**src/rtl/lfsr_uart_stream.sv**
```systemverilog
`timescale 1ns/1ps
// rtl/lfsr_uart_stream.sv - Galois LFSR byte source driving a UART transmitter
// Optional even-parity bit per frame when LFSR_UART_PARITY_EN is defined.
module lfsr_uart_stream #(
   parameter int                LFSR_W  = 32,
   parameter logic [LFSR_W-1:0] TAPS    = 32'h80200003,
   parameter logic [LFSR_W-1:0] SEED    = 32'h00000001,
   parameter int                CLK_DIV = 104,
   parameter int                BURST_W = 16
) (
   input  logic               clk,
   input  logic               rst,
   input  logic               start,
   input  logic               stop,
   input  logic [BURST_W-1:0] burst_len,
   input  logic               reseed,
   input  logic [LFSR_W-1:0]  seed_val,
   output logic               tx,
   output logic               busy,
   output logic [7:0]         byte_out,
   output logic               byte_stb,
   output logic [BURST_W-1:0] sent_cnt,
   output logic               done
);

   localparam int                BAUD_W    = $clog2(CLK_DIV);
   localparam logic [BAUD_W-1:0] BAUD_LAST = BAUD_W'(CLK_DIV - 1);

   typedef enum logic [2:0] {
      IDLE   = 3'd0,
      LOAD   = 3'd1,
      START  = 3'd2,
      DATA   = 3'd3,
`ifdef LFSR_UART_PARITY_EN
      PARITY = 3'd4,
`endif
      STOP   = 3'd5
   } state_t;

   state_t             state, next_state;
   logic [LFSR_W-1:0]  lfsr;
   logic [BURST_W-1:0] burst_q;
   logic [BAUD_W-1:0]  baud_cnt;
   logic [2:0]         bit_cnt;
   logic               stop_q;
   logic               bit_end;
   logic               finish;

   assign busy    = (state != IDLE);
   assign bit_end = (baud_cnt == BAUD_LAST);
   // A stop arriving in the very last stop-bit cycle still ends the run.
   assign finish  = stop_q || stop || ((burst_q != '0) && (sent_cnt == burst_q));

   always_ff @(posedge clk) begin
      if (rst) begin
         state <= IDLE;
      end else begin
         state <= next_state;
      end
   end

   always_comb begin
      next_state = state;
      tx         = 1'b1;
      case (state)
         IDLE: begin
            if (start) next_state = LOAD;
         end
         LOAD: begin
            next_state = START;
         end
         START: begin
            tx = 1'b0;
            if (bit_end) next_state = DATA;
         end
         DATA: begin
            tx = byte_out[bit_cnt];
            if (bit_end && (bit_cnt == 3'd7)) begin
`ifdef LFSR_UART_PARITY_EN
               next_state = PARITY;
`else
               next_state = STOP;
`endif
            end
         end
`ifdef LFSR_UART_PARITY_EN
         PARITY: begin
            tx = ^byte_out;
            if (bit_end) next_state = STOP;
         end
`endif
         STOP: begin
            if (bit_end) next_state = finish ? IDLE : LOAD;
         end
         default: begin
            next_state = IDLE;
         end
      endcase
   end

   always_ff @(posedge clk) begin
      if (rst) begin
         lfsr     <= SEED;
         burst_q  <= '0;
         baud_cnt <= '0;
         bit_cnt  <= '0;
         stop_q   <= 1'b0;
         byte_out <= '0;
         byte_stb <= 1'b0;
         sent_cnt <= '0;
         done     <= 1'b0;
      end else begin
         byte_stb <= 1'b0;
         done     <= (state == STOP) && bit_end && finish;

         if (state == IDLE || state == LOAD || bit_end) begin
            baud_cnt <= '0;
         end else begin
            baud_cnt <= baud_cnt + 1'b1;
         end

         if (state != DATA) begin
            bit_cnt <= '0;
         end else if (bit_end) begin
            bit_cnt <= bit_cnt + 1'b1;
         end

         if (next_state == IDLE) begin
            stop_q <= 1'b0;
         end else if (stop && state != IDLE) begin
            stop_q <= 1'b1;
         end

         if (state == IDLE) begin
            if (start) begin
               burst_q  <= burst_len;
               sent_cnt <= '0;
            end else if (reseed) begin
               lfsr <= (seed_val == '0) ? SEED : seed_val;
            end
         end

         // Byte and strobe are registered together on entry to LOAD.
         if (next_state == LOAD) begin
            byte_out <= lfsr[7:0];
            byte_stb <= 1'b1;
         end

         if (state == LOAD) begin
            lfsr     <= (lfsr >> 1) ^ (lfsr[0] ? TAPS : '0);
            sent_cnt <= sent_cnt + 1'b1;
         end
      end
   end

endmodule

```
**config.mk**
```make
export PLATFORM = sky130hd
export DESIGN_NAME = lfsr_uart_stream
export DESIGN_NICKNAME = d
export VERILOG_FILES = /design/src/rtl/lfsr_uart_stream.sv
export SDC_FILE = /design/constraint.sdc
export NUM_CORES = 1
export LEC_CHECK = 0
export ABC_AREA = 1
export CAP_MARGIN = 10
export CELL_PAD_IN_SITES_DETAIL_PLACEMENT = 1
export CELL_PAD_IN_SITES_GLOBAL_PLACEMENT = 2
export CORE_MARGIN = 5
export CORE_UTILIZATION = 31
export CTS_CLUSTER_DIAMETER = 150
export CTS_CLUSTER_SIZE = 8
export DETAILED_ROUTE_END_ITERATION = 8
export PLACE_DENSITY_LB_ADDON = 0.05
export RECOVER_POWER = 25
export SLEW_MARGIN = 5
export SYNTH_ARGS = -nofsm -noshare
export SYNTH_HDL_FRONTEND = slang
export SYNTH_SLANG_ARGS = --single-unit
```
**constraint.sdc**
```tcl
create_clock -name clk -period 5.5 [get_ports clk]
set_input_delay 0.825 -clock clk [delete_from_list [all_inputs] [get_ports clk]]
set_output_delay 0.825 -clock clk [all_outputs]
set_load 0.1 [all_outputs]
```
==> impl_metrics.json, run 1 <==
{
  "clkTransAtPathRegs_ps": 60,
  "wl_um": 12200,
  "setup_slack_ps": 1880,
  "yosys-top-cells-area": "dfxtp_1 (42%), nand2_1 (16%), inv_1 (5.7%)",
  "finish.instance_area_sq_um": 5390,
  "wl_per_cell_um": 14.4,
  "place.gp.congestion": 0.756,
  "dieArea_sq_um": 15900,
  "crit_path_max_fanout": 46,
  "crit_required_ps": 5740,
  "cts_sinks": 88,
  "finalMaxSlewViolations": 47,
  "critPathTopFamily": "buffers and inverters",
  "relSlewSlack": -0.472,
  "initial_core_util": 0.316,
  "final_layout_size_suffix_gt1_frac": 0.0446,
  "dpl_cell_area_sq_um": 5120,
  "cts-hold-fix-buffers": 0,
  "postCtsSetupRepairBufs": 0,
  "top_layer_used": "met4",
  "worst_slew_pin_slew_ps": 2210,
  "rsz0062_at_grt": "no",
  "post-synth-top-area-cell": "dfxtp_1",
  "grt_antenna_before_repair": 0,
  "dr_wl_met3_um": 428,
  "fillers": 1677,
  "clk_latency_ps": 340,
  "start_kind": "input pin",
  "hold_class": "reg2reg",
  "crit_chain": "dlygate4sd3_1, clkbuf_1, inv_1, buf_4, nand3_1, a21oi_1, o21a_1",
  "die_height_um": 126,
  "htreeDepth": 3,
  "ir_worst_vdd_uv": 138,
  "layout.nets": 725,
  "yosysSeqAreaShare": 0.421,
  "firstDrtPassIters": 4,
  "syn_inst": 598,
  "grt_usage": 0.157,
  "grt_first_pass_wirelength_um": 20600,
  "grt-ovfl-total": 0,
  "io_pins": 81,
  "dr_wl_met2_um": 5560,
  "cts_tree": "built",
  "critPathMaxStageDelay_ps": 1570,
  "synth_area_per_cell_sq_um": 6.99,
  "portBuffers": 80,
  "placedCellCount": 833,
  "syn-num-nets": 655,
  "drc": 0,
  "syn_area_sq_um": 4180,
  "antennaDiodeCount": 0,
  "drt-vias-per-instance": 4.86,
  "skew_ps": 3.73,
  "multi_input_area_sq_um": 2030,
  "utilization": 0.407,
  "placementRows": 42,
  "synth_cell_types": 41,
  "end_kind": "register",
  "grt_pass1_vias": 4244,
  "worstSetupPathType": "in2reg",
  "fin_tns_setup_ps": 0,
  "power_density_nw_per_um2": 299,
  "max-cap-violations": 1,
  "crit_buf_inv": 4,
  "ys_warn_count": 0,
  "synthToLayoutAreaGrowth_pct": 28.8,
  "finalCritPeriodShare": 0.658,
  "coreArea_sq_um": 13200,
  "worstPathArrival_ps": 3860,
  "status": "complete, but fails checks",
  "cts.path.max_buffers": 2,
  "leakage_nw": 1.93,
  "numCtsBuffers": 9,
  "drtAntennaViolNets": 0,
  "layoutNonFillerInstCount": 849,
  "p_total_mw": 1.61,
  "synth_top_area_frac": 0.421,
  "seq_area_sq_um": 1760,
  "holdWs_ps": 444,
  "layout_commonest_cell": "nand2_1",
  "finalSetupViolCount": 0,
  "dp_slack_ps": 2180,
  "place.detailed.hpwl_um": 9080,
  "failed_checks": "capacitance limit, slew limit",
  "cp_slowest_cell": "clkbuf_1",
  "root_buffer": "clkbuf_16",
  "layout_common_cells": "nand2_1 (184), dfxtp_1 (88), clkdlybuf4s50_1 (78)",
  "wl_met1_um": 6030,
  "hold_violations": 0,
  "drtIter0Drc": 113,
  "grt_max_degree": 47,
  "via_count": 4126,
  "ys_ff_latch": 88,
  "fp.dieW_um": 126,
  "period_needed_ps": 3620,
  "fmax_mhz": 276,
  "cts_resized": 0
}
cell type report:
class	instances	share of cell area
repair buffers	84	0.154
multi-input cells	418	0.377
well taps	176	0.0409
clock inverters	7	0.0135
inverters	67	0.0467
clock buffers	9	0.0418
flip-flops and latches	88	0.327
synthesized netlist by cell type:
master / instances
a211oi_1: 4
a21oi_1: 38
a221oi_1: 5
a22oi_1: 2
a311oi_1: 1
a31oi_1: 29
and2_0: 4
buf_2: 6
buf_6: 1
clkbuf_1: 17
clkbuf_8: 1
dfxtp_1: 88
ha_1: 4
inv_1: 63
inv_2: 4
mux2i_1: 1
nand2_1: 183
nand2_2: 1
nand3_1: 18
nand3_2: 1
nand3b_1: 1
nand4_1: 10
nand4_2: 1
nand4_4: 1
nor2_1: 53
nor2_4: 2
nor3_1: 7
nor3_2: 1
nor3b_1: 2
nor4_1: 8
nor4_4: 1
o211ai_1: 2
o21a_1: 1
o21ai_0: 26
o221ai_1: 1
o22ai_1: 2
o22ai_2: 1
o311ai_0: 1
o31ai_1: 1
o32ai_1: 1
xor2_1: 4
layer usage:
layer | up-vias | GRT usage
li1 | 2122 | -
met1 | 1922 | 0.211
met2 | 68 | 0.255
met3 | 14 | 0.0284
met4 | 0 | 0.0530
met5 | - | 0
flip-flops by register name (all words and copies together), names as in the netlist:
signal	flops
sent_cnt	16
stop_q	1
bit_cnt	3
burst_q	16
byte_out	8
done	1
state	3
lfsr	32
byte_stb	1
baud_cnt	7
logic make-up after synthesis:
logic type	after synthesis	synth area share
fa+ha+maj	4	0.0120
simple gates	294	0.305
mux	1	0.00239
compound gates	115	0.163
flops	88	0.421
xor+xnor	4	0.00837
buf+inv	92	0.0885
final timing paths:
kind,slack (ps),cells after the start,endpoint,from
setup reg to reg,2720,8,byte_out[4],baud_cnt[0]
hold / removal,440,1,baud_cnt[0],baud_cnt[0]
setup / recovery,1880,7,baud_cnt[6],rst
hold reg to reg,440,1,baud_cnt[0],baud_cnt[0]
power breakdown:
group	internal (mW)	switching [mW]	total, mW
registers	0.674	0.0250	0.699
clock network	0.352	0.261	0.612
logic	0.101	0.200	0.301
Note: power is estimated with default switching activity, not from simulation.
==> inputs of run 2 (changes only) <==
--- a/config.mk
+++ b/config.mk
@@ -10,7 +10,7 @@
 export CELL_PAD_IN_SITES_DETAIL_PLACEMENT = 1
 export CELL_PAD_IN_SITES_GLOBAL_PLACEMENT = 2
 export CORE_MARGIN = 5
-export CORE_UTILIZATION = 31
+export CORE_UTILIZATION = 26
 export CTS_CLUSTER_DIAMETER = 150
 export CTS_CLUSTER_SIZE = 8
 export DETAILED_ROUTE_END_ITERATION = 8
==> constraint.sdc (replaced) <==
create_clock -name clk -period 3.2 [get_ports clk]
set_input_delay 0.48 -clock clk [delete_from_list [all_inputs] [get_ports clk]]
set_output_delay 0.48 -clock clk [all_outputs]
set_load 0.1 [all_outputs]
==> run 2 against run 1 <==
  * The run now ends clean
  * Clock-buffer cell count grew 2
  * Final cell count grew 4.9%
  * Clock skew grew 4.1 ps
==> impl_metrics.json, run 2 (synthesis gave the netlist of run 1 again) <==
{
  "hold_class": "reg2reg",
  "placementRows": 46,
  "critPathMaxStageDelay_ps": 1120,
  "leakage_nw": 1.90,
  "dr_wl_met2_um": 6010,
  "critPathTopFamily": "buffers and inverters",
  "drtIter0Drc": 117,
  "cts_tree": "built",
  "start_kind": "register",
  "cts_resized": 0,
  "crit_required_ps": 2720,
  "status": "finished clean",
  "wl_um": 13100,
  "wl_met1_um": 6500,
  "postCtsSetupRepairBufs": 0,
  "crit_path_start": "done",
  "finalCritPeriodShare": 0.703,
  "initial_core_util": 0.264,
  "skew_ps": 7.81,
  "hold_violations": 0,
  "worst_slew_pin_slew_ps": 1190,
  "drtAntennaViolNets": 0,
  "clk_latency_ps": 340,
  "dr_wl_met3_um": 483,
  "place.detailed.hpwl_um": 9570,
  "via_count": 4153,
  "portBuffers": 80,
  "final_layout_size_suffix_gt1_frac": 0.0533,
  "end_kind": "primary output",
  "cp_slowest_cell": "clkdlybuf4s50_1",
  "cts.path.max_buffers": 2,
  "io_pins": 81,
  "reg2reg_from": "baud_cnt[0]",
  "synthToLayoutAreaGrowth_pct": 27.0,
  "worstSetupPathType": "reg2out",
  "finalSetupViolCount": 0,
  "place.gp.congestion": 0.756,
  "cts_sinks": 88,
  "fp.dieW_um": 137,
  "ir_worst_vdd_uv": 254,
  "grt-ovfl-total": 0,
  "placedCellCount": 876,
  "grt_usage": 0.146,
  "worstPathArrival_ps": 1770,
  "clkTransAtPathRegs_ps": 70,
  "top_register": "lfsr",
  "grt_first_pass_wirelength_um": 21500,
  "utilization": 0.336,
  "min-delay-start": "baud_cnt[0]",
  "antennaDiodeCount": 0,
  "finalMaxSlewViolations": 0,
  "cts-hold-fix-buffers": 0,
  "period_needed_ps": 2250,
  "max-cap-violations": 0,
  "layout_common_cells": "nand2_1 (184), dfxtp_1 (88), inv_1 (63)",
  "drc": 0,
  "fmax_mhz": 445,
  "firstDrtPassIters": 4,
  "grt_pass1_vias": 4344,
  "relSlewSlack": 0.209,
  "top_layer_used": "met5",
  "wl_per_cell_um": 14.7,
  "grt_antenna_before_repair": 1,
  "layout_commonest_cell": "nand2_1",
  "die_height_um": 137,
  "largest_register_ffs": 32,
  "p_total_mw": 2.77,
  "top_regs": "lfsr x32, burst_q x16, sent_cnt x16",
  "root_buffer": "clkbuf_16",
  "numCtsBuffers": 9,
  "rsz0062_at_grt": "no",
  "layout.nets": 728,
  "power_density_nw_per_um2": 522,
  "coreArea_sq_um": 15800,
  "fin_tns_setup_ps": 0,
  "htreeDepth": 3,
  "grt_max_degree": 46,
  "dieArea_sq_um": 18700,
  "crit_buf_inv": 1,
  "drt-vias-per-instance": 4.66,
  "layoutNonFillerInstCount": 891,
  "crit_chain": "clkdlybuf4s50_1",
  "crit_path_max_fanout": 1
}
run 2: area by class of cell:
cell class | count | area [sq um]
Fill cell | 1950 | 10500
Multi-Input combinational cell | 418 | 2050
Sequential cell | 88 | 1760
Timing Repair Buffer | 87 | 692
Tap cell | 216 | 270
Inverter | 67 | 251
Clock buffer | 11 | 243
Clock inverter | 4 | 45.0
run 2: metal layers:
metal / up-vias / global-route usage
li1: 2126 / -
met1: 1958 / 0.191
met2: 59 / 0.240
met3: 8 / 0.0415
met4: 2 / 0.0277
met5: - / 0
run 2: power by group:
group          internal [mW]  switching [mW]  total, mW
combinational          0.159           0.352      0.512
sequential              1.16          0.0437       1.20
clock                  0.619           0.441       1.06
run 2: final timing paths:
kind / to / slack, ps / cells after the start
min: baud_cnt[0] / 460 / 1
max reg2reg: byte_out[7] / 980 / 10
min reg2reg: baud_cnt[0] / 460 / 1
max: done / 950 / 1
run 2: stage by stage:
stage / area, sq um / worst slack, ps / hold slack (ps)
2_1_floorplan: 4180 / 571 / 418
3_3_place_gp: 5120 / 915 / 430
3_5_place_dp: 5120 / 879 / 444
4_1_cts: 5410 / 927 / 458
5_1_grt: 5310 / 742 / 471
6_report: 5310 / 952 / 462
==> inputs of run 3 (changes only) <==
--- a/config.mk
+++ b/config.mk
@@ -10,7 +10,7 @@
 export CELL_PAD_IN_SITES_DETAIL_PLACEMENT = 1
 export CELL_PAD_IN_SITES_GLOBAL_PLACEMENT = 2
 export CORE_MARGIN = 5
-export CORE_UTILIZATION = 26
+export CORE_UTILIZATION = 28
 export CTS_CLUSTER_DIAMETER = 150
 export CTS_CLUSTER_SIZE = 8
 export DETAILED_ROUTE_END_ITERATION = 8
==> constraint.sdc (replaced) <==
create_clock -name clk -period 2.1 [get_ports clk]
set_input_delay 0.315 -clock clk [delete_from_list [all_inputs] [get_ports clk]]
set_output_delay 0.315 -clock clk [all_outputs]
set_load 0.1 [all_outputs]
==> run 3 against run 2 <==
  * Core utilization up 4.4 points
  * Total power rose by 66%
  * Largest cell class unchanged
  * Via count increased by 1.7%
  * Highest routed layer unchanged
==> impl_metrics.json, run 3 (synthesis gave the netlist of run 1 again) <==
{
  "status": "finished clean",
  "p_total_mw": 4.61,
  "layout_commonest_cell": "nand2_1",
  "dp_slack_ps": 125,
  "start_kind": "register",
  "reg2reg_from": "baud_cnt[0]",
  "drtIter0Drc": 141,
  "numCtsBuffers": 9,
  "rsz0062_at_grt": "no",
  "die_height_um": 132,
  "top_register": "lfsr",
  "wl_um": 13300,
  "relSlewSlack": 0.624,
  "period_needed_ps": 1940,
  "via_count": 4222,
  "grt-ovfl-total": 0,
  "drc": 0,
  "rrSetupSlack_ps": 160,
  "wl_per_cell_um": 15.4,
  "cts_sinks": 88,
  "portBuffers": 80,
  "worst_slew_pin_slew_ps": 566,
  "min_path_cells": 1,
  "layout.nets": 735,
  "critPathMaxStageDelay_ps": 360,
  "fmax_mhz": 516,
  "finalCritPeriodShare": 0.923,
  "worstSetupPathType": "reg2reg",
  "root_buffer": "clkbuf_16",
  "top_regs": "lfsr x32, burst_q x16, sent_cnt x16",
  "crit_required_ps": 2330,
  "grt_antenna_before_repair": 2,
  "leakage_nw": 2.08,
  "grt_usage": 0.151,
  "cts.path.max_buffers": 2,
  "skew_ps": 5.62,
  "cts_tree": "built",
  "max-cap-violations": 0,
  "clk_latency_ps": 340,
  "grt_first_pass_wirelength_um": 21900,
  "layout_common_cells": "nand2_1 (182), dfxtp_1 (68), inv_1 (63)",
  "setup_slack_ps": 161,
  "dieArea_sq_um": 17500,
  "hold_violations": 0,
  "utilization": 0.380,
  "min_to": "baud_cnt[0]",
  "drt-vias-per-instance": 4.87,
  "r2r-end": "byte_out[0]",
  "firstDrtPassIters": 4,
  "grt_pass1_vias": 4424,
  "io_pins": 81,
  "placementRows": 44,
  "antennaDiodeCount": 0,
  "place.detailed.hpwl_um": 9740,
  "end_kind": "register",
  "crit_chain": "ha_1, nand2_2, nor4_4, buf_4, o22ai_2, nor2_4, nand3_1, nand2_1, nor2_1",
  "finalSetupViolCount": 0,
  "grt_max_degree": 46,
  "largest_register_ffs": 32,
  "power_density_nw_per_um2": 832,
  "finalMaxSlewViolations": 0,
  "htreeDepth": 3,
  "coreArea_sq_um": 14600,
  "min-delay-start": "baud_cnt[0]",
  "initial_core_util": 0.287,
  "hold_class": "reg2reg",
  "ir_worst_vdd_uv": 321,
  "fp.dieW_um": 132,
  "final_layout_size_suffix_gt1_frac": 0.145,
  "worstPathArrival_ps": 2170,
  "place.gp.congestion": 0.756,
  "cp_slowest_cell": "dfxtp_1",
  "dpl_cell_area_sq_um": 5190,
  "synthToLayoutAreaGrowth_pct": 32.4,
  "finish.instance_area_sq_um": 5540,
  "clkTransAtPathRegs_ps": 60,
  "crit_path_max_fanout": 16,
  "fin_tns_setup_ps": 0,
  "reg2regPathDepth": 9,
  "drtAntennaViolNets": 0
}
[run 3: cell types whose count changed in the layout (fill, tap and decap cells not counted), moves of 3 or more]
cell,delta
clkbuf_1,-26
clkbuf_2,+26
dfxtp_1,-20
dfxtp_2,+19
buf_12,+3
buf_4,+3
nor2_1,-3
nor2_2,+3
[run 3: critical path: cells and delay by family (launching register included)]
kind / cells / cell delay [ps]
compound gates: 1 / 130
fa+ha+maj: 1 / 190
buf+inv: 1 / 210
flops: 1 / 360
simple gates: 6 / 940
[run 3: final cells by class]
class	instances	area (sq um)
clock buffers	11	264
repair buffers	93	801
well taps	184	230
multi-input cells	419	2100
clock inverters	5	100
fillers	1842	9050
flip-flops and latches	88	1790
inverters	67	256
[run 3: worst max-delay path by stage]
stage	from	to	slack (ps)
floorplan	byte_out[5]	tx	-10
global route	sent_cnt[3]	byte_out[3]	5
detailed placement	sent_cnt[2]	stop_q	120
finish	baud_cnt[0]	byte_out[0]	160
CTS	bit_cnt[0]	tx	80
global placement	sent_cnt[2]	stop_q	140
[run 3: what timing repair did]
action / in CTS / in global routing
gates resized for setup: 0 / 12
endpoints found under the setup margin: 0 / 22
setup buffers: 0 / 1
hold buffers: 0 / 0
endpoints found under the hold margin: 0 / 0
[run 3: report_power, final]
group	internal (mW)	switching [mW]	leakage, nW
logic	0.278	0.545	1.17
registers	1.77	0.0676	0.728
clock network	1.26	0.687	0.181
[run 3: per-stage QoR]
step | hold WS [ps] | instances
floorplan | 418 | 598
global placement | 429 | 849
detailed placement | 463 | 849
CTS | 474 | 865
global route | 498 | 867
finish | 465 | 867
[run 3: routing by layer]
layer,global-route usage,share of wire,vias to the layer above
li1,-,-,2136
met1,0.198,0.48,1996
met3,0.0359,0.036,17
met5,0,0.0016,-
met4,0.0515,0.015,4
met2,0.245,0.46,69
